`config.mk`:
```
export PLATFORM = sky130hd
export DESIGN_NAME = pipe_hazard_ctrl
export DESIGN_NICKNAME = d
export VERILOG_FILES = /design/src/rtl/pipe_hazard_ctrl.sv
export SDC_FILE = /design/constraint.sdc
export NUM_CORES = 1
export LEC_CHECK = 0
export CAP_MARGIN = 20
export CORE_MARGIN = 5
export CORE_UTILIZATION = 45
export DETAILED_ROUTE_END_ITERATION = 10
export HOLD_SLACK_MARGIN = 0.08
export PLACE_DENSITY = 0.79
export SKIP_CTS_REPAIR_TIMING = 1
export SLEW_MARGIN = 20
export SYNTH_ARGS = -nofsm -noshare
export SYNTH_HDL_FRONTEND = slang
export SYNTH_SLANG_ARGS = --single-unit
```
`constraint.sdc`:
```
create_clock -name clock -period 4.1 [get_ports clock]
set_input_delay 1.23 -clock clock [delete_from_list [all_inputs] [get_ports clock]]
set_output_delay 1.23 -clock clock [all_outputs]
set_load 0.01 [all_outputs]
```
`src/rtl/pipe_hazard_ctrl.sv`:
```
// Hazard and sequencing controller for the 5-stage pipeline.
// Selects decode-operand forwarding, inserts load-use bubbles, and holds
// decode while the multi-cycle mul/div unit runs. Flushes IF/ID on taken
// branches and keeps a saturating count of stall cycles.
//
// Ports:
//   clock, reset           system clock, synchronous active-high reset
//   d_*                    decode-stage instruction info
//   br_taken               branch/jump resolved taken in decode
//   e_rn/e_wreg/e_m2reg    execute-stage destination info
//   m_rn/m_wreg/m_m2reg    memory-stage destination info
//   fwda, fwdb             rs/rt operand select (00 rf, 01 exe, 10 mem alu, 11 mem load)
//   wpcir                  1 = PC and IF/ID advance, 0 = hold
//   de_bubble              D/E captures a bubble
//   fd_flush               IF/ID captures a NOP
//   md_busy, md_done       mul/div unit occupied / result-ready pulse
//   stall_cnt              saturating count of cycles with wpcir = 0
module pipe_hazard_ctrl #(
  parameter int unsigned MD_LAT = 8,
  parameter int unsigned CNT_W  = 16
) (
  input  logic             clock,
  input  logic             reset,
  input  logic             d_valid,
  input  logic [4:0]       d_rs,
  input  logic [4:0]       d_rt,
  input  logic             d_use_rs,
  input  logic             d_use_rt,
  input  logic             d_md,
  input  logic             br_taken,
  input  logic [4:0]       e_rn,
  input  logic             e_wreg,
  input  logic             e_m2reg,
  input  logic [4:0]       m_rn,
  input  logic             m_wreg,
  input  logic             m_m2reg,
  output logic [1:0]       fwda,
  output logic [1:0]       fwdb,
  output logic             wpcir,
  output logic             de_bubble,
  output logic             fd_flush,
  output logic             md_busy,
  output logic             md_done,
  output logic [CNT_W-1:0] stall_cnt
);

  localparam int unsigned MD_CW = $clog2(MD_LAT);
  localparam logic [MD_CW-1:0] MD_LOAD = MD_CW'(MD_LAT - 1);

  typedef enum logic [1:0] {
    S_IDLE = 2'd0,
    S_BUSY = 2'd1,
    S_DONE = 2'd2
  } md_state_t;

  md_state_t        state_q, state_d;
  logic [MD_CW-1:0] cnt_q, cnt_d;
  logic             lu;
  logic             md_accept;

  // Execute beats memory; register 0 never forwards; a load in execute
  // cannot forward (that case is the load-use stall).
  function automatic logic [1:0] fwd_sel(
    input logic [4:0] src,
    input logic [4:0] ern, input logic ew, input logic em2,
    input logic [4:0] mrn, input logic mw, input logic mm2
  );
    logic [1:0] sel;
    sel = 2'b00;
    if (ew && (ern != 5'd0) && (ern == src) && !em2)
      sel = 2'b01;
    else if (mw && (mrn != 5'd0) && (mrn == src))
      sel = mm2 ? 2'b11 : 2'b10;
    return sel;
  endfunction

  // Load in execute whose result a source operand of decode needs.
  assign lu = d_valid && e_wreg && e_m2reg && (e_rn != 5'd0) &&
              ((d_use_rs && (e_rn == d_rs)) || (d_use_rt && (e_rn == d_rt)));

  // A mul/div op issues only when it is not itself held by a load-use stall.
  assign md_accept = d_valid && d_md && !lu;

  // Mul/div state and latency counter.
  always_ff @(posedge clock) begin
    if (reset) begin
      state_q <= S_IDLE;
      cnt_q   <= '0;
    end else begin
      state_q <= state_d;
      cnt_q   <= cnt_d;
    end
  end

  // Next state and pipeline control, in priority order.
  always_comb begin
    state_d   = state_q;
    cnt_d     = cnt_q;
    fwda      = fwd_sel(d_rs, e_rn, e_wreg, e_m2reg, m_rn, m_wreg, m_m2reg);
    fwdb      = fwd_sel(d_rt, e_rn, e_wreg, e_m2reg, m_rn, m_wreg, m_m2reg);
    wpcir     = 1'b1;
    de_bubble = 1'b0;
    fd_flush  = 1'b0;
    md_busy   = 1'b0;
    md_done   = 1'b0;

    unique case (state_q)
      S_IDLE: begin
        if (md_accept) begin
          state_d = S_BUSY;
          cnt_d   = MD_LOAD;
        end
      end
      S_BUSY: begin
        md_busy = 1'b1;
        // Any valid younger instruction waits in decode.
        if (d_valid) begin
          wpcir     = 1'b0;
          de_bubble = 1'b1;
        end
        if (cnt_q == '0) begin
          state_d = S_DONE;
        end else begin
          cnt_d = cnt_q - MD_CW'(1);
        end
      end
      S_DONE: begin
        md_done = 1'b1;
        if (md_accept) begin
          state_d = S_BUSY;
          cnt_d   = MD_LOAD;
        end else begin
          state_d = S_IDLE;
        end
      end
      default: begin
        state_d = S_IDLE;
        cnt_d   = '0;
      end
    endcase

    if (lu) begin
      wpcir     = 1'b0;
      de_bubble = 1'b1;
    end

    // A branch held by a stall flushes once decode is allowed to advance.
    fd_flush = d_valid && br_taken && wpcir;

    if (reset) begin
      fwda      = 2'b00;
      fwdb      = 2'b00;
      wpcir     = 1'b0;
      de_bubble = 1'b1;
      fd_flush  = 1'b0;
      md_busy   = 1'b0;
      md_done   = 1'b0;
    end
  end

  // Saturating stall-cycle counter.
  always_ff @(posedge clock) begin
    if (reset) begin
      stall_cnt <= '0;
    end else if (!wpcir && (stall_cnt != {CNT_W{1'b1}})) begin
      stall_cnt <= stall_cnt + CNT_W'(1);
    end
  end

endmodule

```
== Word-level counts from Yosys, hierarchy flattened ==
Index checks and enable logic that the tools add are counted.

* Add/subtract/negate cells: 2
* Eq/ne operators: 11
* Muxes and demuxes: 27
* Reductions and logical operators: 30

{| class="wikitable"
|+ Operators by type and width
! kind !! count
|-
| $eq A5 B5 Y1 || 4
|-
| $logic_and A1 B1 Y1 || 19
|-
| $add A16 B1 Y16 const B || 1
|-
| $mux W2 || 8
|-
| $ne A16 B16 Y1 const B || 1
|-
| $mux W1 || 15
|-
| $reduce_bool A5 Y1 || 2
|-
| $mux W3 || 2
|-
| $ne A2 B2 Y1 const B || 3
|-
| $pmux W2 S3 || 1
|-
| $pmux W3 S2 || 1
|-
| $reduce_and A2 Y1 || 2
|-
| $logic_not A1 Y1 || 3
|-
| $logic_not A3 Y1 || 1
|-
| $sub A3 B1 Y3 const B || 1
|-
| $eq A2 B1 Y1 const B || 1
|-
| $eq A2 B2 Y1 const B || 1
|-
| $logic_not A2 Y1 || 1
|-
| $ne A2 B1 Y1 const B || 1
|-
| $reduce_or A2 Y1 || 1
|-
| $logic_or A1 B1 Y1 || 1
|}

* Register bits: 21
* Bits of input ports: 31
* Output and inout port bits: 25
* Logic and storage cells: 73

== Logic depth before layout (Yosys ltp) ==
Gate-level depths: netlist of the first run.

* Word-level depth: 8
* Mapped depth: 8
* Mapped depth without buffers: 7

== Worst setup path after synthesis of the first run ==
OpenSTA, ideal clock, no wires.

* Kind: input to output
* From: in e_rn[1]
* To: out fd_flush
* Data arrival time: 2,758 ps
* Required time: 2,870 ps
* Path slack: 112 ps
* Stages: 7
* Buffers on the path: 1
* Path through: or4_4 o2111ai_4 o21bai_4 buf_8 nand2_1 inv_1 and3_1

* Word-level cells in the longest chain between the ends: 7
* Elaborated cells between the ends (all ways): 11
* Those cells by class: eq/ne (2); mux (2); reduce/logical (7)

{| class="wikitable"
|+ RTL lines
! item !! line !! source
|-
| from (decl) || 31 || <nowiki>input logic [4:0] e_rn,</nowiki>
|-
| $eq A5 B5 Y1 || 79 || <nowiki>((d_use_rs && (e_rn == d_rs)) || (d_use_rt && (e_rn == d_rt)));</nowiki>
|-
| $logic_and A1 B1 Y1 || 79 ||
|-
| $logic_or A1 B1 Y1 || 79 ||
|-
| $logic_and A1 B1 Y1 (*) || 78 || <nowiki>assign lu = d_valid && e_wreg && e_m2reg && (e_rn != 5'd0) &&</nowiki>
|-
| $mux W1 (*) || 142 || <nowiki>if (lu) begin</nowiki>
|-
| $logic_and A1 B1 Y1 (*) || 148 || <nowiki>fd_flush = d_valid && br_taken && wpcir;</nowiki>
|-
| $mux W1 (*) || 150 || <nowiki>if (reset) begin</nowiki>
|-
| to (decl) || 41 || <nowiki>output logic fd_flush,</nowiki>
|}

Every way passes the cells marked *; elsewhere a longest branch is shown, timed or not.

== Final worst setup path of the first run ==
* From: in m_rn[0]
* To: out fwdb[1]

* Word-level cells in the longest chain between the ends: 6
* Elaborated cells between the ends (all ways): 7
* Those cells by class: eq/ne (1); mux (3); reduce/logical (3)

{| class="wikitable"
|+ RTL lines
! item !! line !! source
|-
| from (decl) || 34 || <nowiki>input logic [4:0] m_rn,</nowiki>
|-
| $reduce_bool A5 Y1 || 72 || <nowiki>else if (mw && (mrn != 5'd0) && (mrn == src))</nowiki>
|-
| $logic_and A1 B1 Y1 || 72 ||
|-
| $logic_and A1 B1 Y1 (*) || 72 ||
|-
| $mux W2 (*) || 72 ||
|-
| $mux W2 (*) || 70 || <nowiki>if (ew && (ern != 5'd0) && (ern == src) && !em2)</nowiki>
|-
| $mux W2 (*) || 150 ||
|-
| to (decl) || 38 || <nowiki>output logic [1:0] fwdb,</nowiki>
|}

Marked as above.

==> flow_summary.ini, run 1 <==
[synthesis]
synthCells = 215
seq_area_frac_synth_pct = 24.62
syn-num-nets = 249
synth.top_cell.area_share_pct = 24.62
synth_cell_types = 45
ys_async_sr_fraction_pct = 0
synth_edf_count = 0
yosysTopAreaCell = dfxtp_1
yosysWarnings = 0
ys.flop_type = dfxtp_1
syn_avg_cell_area_um2 = 7.944
synth_seq_cells = 21
netlist_top_cells_area = dfxtp_1 (25%), mux2_2 (9.2%), xnor2_1 (6.7%)
syn_area_um2 = 1708

[worst_setup_path]
cp_slowest_stage_delay_ps = 420
r2r-start = stall_cnt[0]$_SDFFE_PP0P_
timing.rr.end = stall_cnt[13]$_SDFFE_PP0P_
cp.required_ps = 2870
rr_worst_depth = 7
end_kind = output pin
crit_arrival_ps = 2800
worstPathCellList = clkdlybuf4s50_1, or3_1, o311a_1, nand4_1, nor3_1, and2_1, dlymetal6s2s_1
cp_max_fo = 2
crit_type = input port to output pin
r2r_slack_ps = 1770
critPathSlowestCell = clkdlybuf4s50_1
critPathLaunchType = input port

[timing]
skew_ps = 5.421
whs_ps = 503.2
rsz0062_at_grt = false
setup_viol = 0
max_freq_mhz = 247.9
post-route-min-period_ps = 4034
final_critical_path_setup_slack_ps = 65.66
period_share_pct = 98.40
worstMarginPinSlew_ps = 715.2
maxSlewHeadroom_pct = 52.14
maxSlewViolCount = 0
hold_viol_final = 0

[floorplanning]
die_h_um = 71.61
io_pins = 56
rows = 22
fp.coreArea_um2 = 3661
die_w_um = 71.61
start_util_pct = 46.65
die-area_um2 = 5127

[cells_and_area]
fin_util_pct = 70.88
area_delta_synth_final_pct = 51.94
num_antenna_cells = 0
fillers = 305
final_net_count = 330
multi_input_area_um2 = 1229
drive_above_1_share_pct = 21.02
final_cell_mix = clkdlybuf4s50_1 (38), buf_4 (30), nand2_1 (25)
layout.area.seq_um2 = 420.4
final_common_cell = clkdlybuf4s50_1

[detailed_routing]
drc = 0
vias = 1825
drtIter0Drc = 63
routedWlPerCell_um = 14.37
drt_pass1_iterations = 4
finalWirelength_mm = 4.930
ant_nets = 0
routed_via_density = 5.321

[pwr]
combPwrFrac_pct = 30.7
ir_worst_vdd_uv = 239.0
p_leak_nw = 1.137
power_density_nw_per_um2 = 197.8
internal-power_w = 0.0003684
switching_share_pct = 28.23
p_clk_share_pct = 26.3
pwr-share-seq_pct = 42.9
power_switching_w = 0.0001449

[flow_run]
cap_violations = 0

[global_route]
grt_pass1_vias = 1744
gr-total-overflow = 0
grt_pass1_wl_mm = 7.797
track_usage_pct = 18.42
grt_max_degree = 29
antenna_found_initial = 0

[cts]
cts_tree = built
worstSkewPairLatency_ps = 260
clock_path_buffers = 2
cts.htree.levels = 1
cts.reportedPaths.clkPinSlew_ps = 70
cts_made_buffers = 3
cts-root-buf = clkbuf_8
cts.sinks = 21

[placed_design]
io_buffers = 55
detailed_place_hpwl_mm = 3.706
finalWeightedCongestion = 0.9098
dp_slack_ps = -595.3

[min_path]
hp-class = flip-flop to flip-flop
min_path_cells = 2
min-delay-start = stall_cnt[1]$_SDFFE_PP0P_
hold_path_end = stall_cnt[1]$_SDFFE_PP0P_

[run_status]
status = finished, final reports clean
[cell families after synthesis]
group | share of synthesized area (%)
AND/OR/NAND/NOR | 30.18
AO/OA/AOI/OAI | 18.32
flip-flops | 24.62
buffers and inverters | 5.055
XOR/XNOR | 9.231
multiplexers | 10.40
adder cells (fa/ha/maj) | 2.198
[cell usage after synthesis, drive strengths merged, types with 3 or more instances]
cell type and n:
nor3 6, nand4 10, inv 10, nor2 25, and3 3, o21ai 4
a21oi 3, nor2b 15, ha 3, xor2 5, nand2 26, nand3 5
or4 3, xnor2 13, a2111oi 4, and2 4, mux2 14, dfxtp 21
clkbuf 7, a211oi 8
[worst max-delay path, delay by kind of cell]
kind / cells / cell delay, ps
buffers and inverters: 2 / 580
AO/OA/AOI/OAI: 1 / 310
AND/OR/NAND/NOR: 4 / 680
[area by class of cell]
class / count / area share, %
Multi-Input combinational cell: 175 / 47.35
Timing Repair Buffer: 85 / 30.95
Inverter: 10 / 1.446
Clock buffer: 4 / 1.736
Tap cell: 48 / 2.314
Sequential cell: 21 / 16.20
[worst max-delay path by stage]
stage                        from       end  slack, ps  depth (start not counted)
after floorplan           e_rn[1]  fd_flush        110                          7
after global placement    e_rn[1]  fd_flush       -530                          8
after detailed placement  e_rn[2]  fd_flush       -600                         10
after CTS                 e_rn[2]  fd_flush       -600                         10
after global routing      m_rn[0]   fwda[1]          4                          7
final                     m_rn[0]   fwdb[1]         70                          7
[layer usage]
metal	track usage, %	up-vias	part of all wire (%)	wire length, µm
li1	-	931	-	-
met1	24.22	841	46	2247
met2	30.71	47	48	2375
met3	3.506	6	4.8	239
met4	5.010	0	1.4	67
met5	0	-	0	0
[sequential cells by signal (all words and copies together), names as in the netlist]
signal     count
stall_cnt     16
cnt_q          3
state_q        2
[per-stage QoR]
step	instances	TNS [ps]	total power, W	cell area (µm²)
2_1_floorplan	215	0	0.0002976	1708
4_1_cts	341	-3209	0.0005134	2525
5_1_grt	343	0	0.0005440	2595
3_3_place_gp	337	-2797	0.0003759	2480
6_report	343	0	0.0005134	2595
3_5_place_dp	337	-3166	0.0003793	2480
[power groups by stage]
stage	combinational [W]	sequential [W]	clock (W)
after global routing	0.000174	0.000222	0.000148
after detailed placement	0.000154	0.000225	0
final	0.000158	0.000220	0.000135
after CTS	0.000156	0.000220	0.000137
after global placement	0.000151	0.000225	0
after floorplan	0.0000746	0.000223	0
(Power assumes the default switching activity.)
==> run 2: changes to the inputs <==
- ABC_AREA: not set -> 1
- PLACE_DENSITY: 0.79 -> 0.83
==> run 2 against run 1 <==
- wire length fell by 12%
- area after synthesis shrank 2.0%
- clock-buffer cell count fell by 1
- via count shrank 0.66%
- synthesized cell count is 17% higher
- highest routed layer unchanged
- fmax up 1.5%
- sequential share of layout area rose by 1.2 points
- final cell count up 6.4%
- clock skew rose by 4.8 ps
- global-route usage is 1.1 points lower
==> flow_summary.ini, run 2 <==
[pwr]
power_switching_w = 0.0001419
power.total_w = 0.0004875
p_clk_share_pct = 28.6
ir_worst_vdd_uv = 120.7
combPwrFrac_pct = 27.1
p_leak_nw = 1.132
internal-power_w = 0.0003456
pwr-share-seq_pct = 44.3
switching_share_pct = 29.10
power_density_nw_per_um2 = 201.5

[worst_setup_path]
cp.required_ps = 2870
worstPathCellList = clkdlybuf4s50_1, inv_1, nand2_1, o21ai_1, or2_2, nor2_1, buf_4, nor2_1, dlymetal6s2s_1
crit_arrival_ps = 2750
critPathLaunchType = input port
crit_type = input port to output pin
cpMostUsedCell = nor2_1
cp_max_fo = 3
end_kind = output pin
cp_num_buf_inv = 4
critPathSlowestCell = clkdlybuf4s50_1
cp_top_family = buffers and inverters
cp_slowest_stage_delay_ps = 520

[placed_design]
finalWeightedCongestion = 0.8044
io_buffers = 55
detailed_place_hpwl_mm = 3.505
dpl-instance-area_um2 = 2332

[synthesis]
synthCells = 251
ys_async_sr_fraction_pct = 0
synth_edf_count = 0
seq_area_frac_synth_pct = 25.11
synth_seq_cells = 21
ys.flop_type = dfxtp_1
netlist_top_cells_count = nand2_1 (56), inv_1 (32), nand3_1 (27), dfxtp_1 (21)
netlist_top_cells_area = dfxtp_1 (25%), nand2_1 (13%), xor2_1 (9.4%)
synth_cell_types = 30
syn_avg_cell_area_um2 = 6.670
yosysTopAreaCell = dfxtp_1
syn_area_um2 = 1674
syn-num-nets = 285
synth.top_cell.area_share_pct = 25.11
yosysMostFrequentCell = nand2_1
yosysWarnings = 0

[global_route]
grt_pass1_wl_mm = 7.231
grt_pass1_vias = 1674
grt_max_degree = 20
gr-total-overflow = 0
antenna_found_initial = 0
track_usage_pct = 17.28

[timing]
whs_ps = 483.4
maxSlewViolCount = 0
rsz0062_at_grt = false
skew_ps = 10.26
fin_tns_setup_ps = 0
setup_viol = 0
maxSlewHeadroom_pct = 80.50
post-route-min-period_ps = 3976
max_freq_mhz = 251.5
period_share_pct = 96.99
hold_viol_final = 0
worstMarginPinSlew_ps = 291.9

[cts]
clock_path_buffers = 2
cts.htree.levels = 1
cts_made_buffers = 3
worstSkewPairLatency_ps = 270
cts.sinks = 21
cts_tree = built
cts-root-buf = clkbuf_8
cts.reportedPaths.clkPinSlew_ps = 70

[cells_and_area]
area_delta_synth_final_pct = 44.54
largest_reg_flops = 16
design_area_um2 = 2420
drive_above_1_share_pct = 15.14
final_cell_mix = nand2_1 (56), clkdlybuf4s50_1 (48), inv_1 (32)
top_regs = stall_cnt (16), cnt_q (3), state_q (2)
num_antenna_cells = 0
final_common_cell = nand2_1
fin_util_pct = 66.60
top_register = stall_cnt
final_net_count = 352

[floorplanning]
die-area_um2 = 5040
io_pins = 56
die_h_um = 71.00
rows = 22
start_util_pct = 46.07
fp.coreArea_um2 = 3633
die_w_um = 71.00

[detailed_routing]
drt_pass1_iterations = 4
drc = 0
ant_nets = 0
vias = 1813
drtIter0Drc = 146
routedWlPerCell_um = 11.87
finalWirelength_mm = 4.331
routed_via_density = 4.967

[run_status]
status = finished, final reports clean

[flow_run]
cap_violations = 0

[min_path]
hp-class = flip-flop to flip-flop
==> run 2: cell count changes after synthesis, sizes merged, moves of 4 or more <==
cell / before / now
a21oi: 3 / 20
mux2: 14 / 0
and2: 4 / 0
nand4: 10 / 6
nor2: 25 / 20
clkbuf: 7 / 2
nor2b: 15 / 0
o21ai: 4 / 8
xor2: 5 / 18
inv: 10 / 36
a2111oi: 4 / 0
a211oi: 8 / 0
nand2: 26 / 64
nand3: 5 / 27
==> run 2: path summary, 6_finish.rpt <==
path                        startpoint                   endpoint  slack [ps]  cells after the start
max                            e_rn[1]                    fwdb[1]         120                      9
min              cnt_q[2]$_SDFFE_PP0P_      cnt_q[2]$_SDFFE_PP0P_         480                      2
max reg2reg  stall_cnt[0]$_SDFFE_PP0P_  stall_cnt[1]$_SDFFE_PP0P_        2140                      9
min reg2reg      cnt_q[2]$_SDFFE_PP0P_      cnt_q[2]$_SDFFE_PP0P_         480                      2
==> run 2: layout make-up <==
class                           instances  area, µm²
Fill cell                             336       1214
Clock buffer                            3      41.29
Timing Repair Buffer                   68      665.6
Inverter                               37      138.9
Multi-Input combinational cell        187       1089
Sequential cell                        21      420.4
Clock inverter                          1      5.005
Tap cell                               48      60.06
==> run 2: power groups by stage <==
stage	clock, W	combinational (W)	sequential (W)
2_1_floorplan	0	0.0000674	0.000221
5_1_grt	0.000150	0.000146	0.000217
4_1_cts	0.000142	0.000130	0.000216
3_5_place_dp	0	0.000130	0.000221
3_3_place_gp	0	0.000127	0.000220
6_report	0.000139	0.000132	0.000216
==> run 2: worst reg2reg max path: stages (launching register included) <==
cell	delay (ps)
dfxtp_1	390
ha_1	230
nand3_1	110
nor2_2	180
nand2_2	110
nor2_4	110
nand4_4	240
nand2_4	300
nand2_1	100
a21oi_2	120
==> run 2: cells by family after synthesis <==
group,after synthesis,synth area share (%)
buf+inv,43,11.28
xor+xnor,28,14.65
simple gates,127,35.80
flops,21,25.11
compound gates,29,10.91
fa+ha+maj,3,2.242
==> run 2: per-stage QoR <==
step           cells  setup slack [ps]
3_3_place_gp     361            -225.8
6_report         365             123.6
4_1_cts          365            -260.2
3_5_place_dp     361            -263.5
2_1_floorplan    251             682.4
5_1_grt          365             4.237
==> run 2: layer usage <==
metal  GRT usage [%]  part of all wire (%)  up-vias
met3           2.557                   5.4        5
met2           29.45                    49       50
met5               0                     0        -
li1                -                     -      932
met1           21.82                    44      826
met4           6.681                   1.6        0
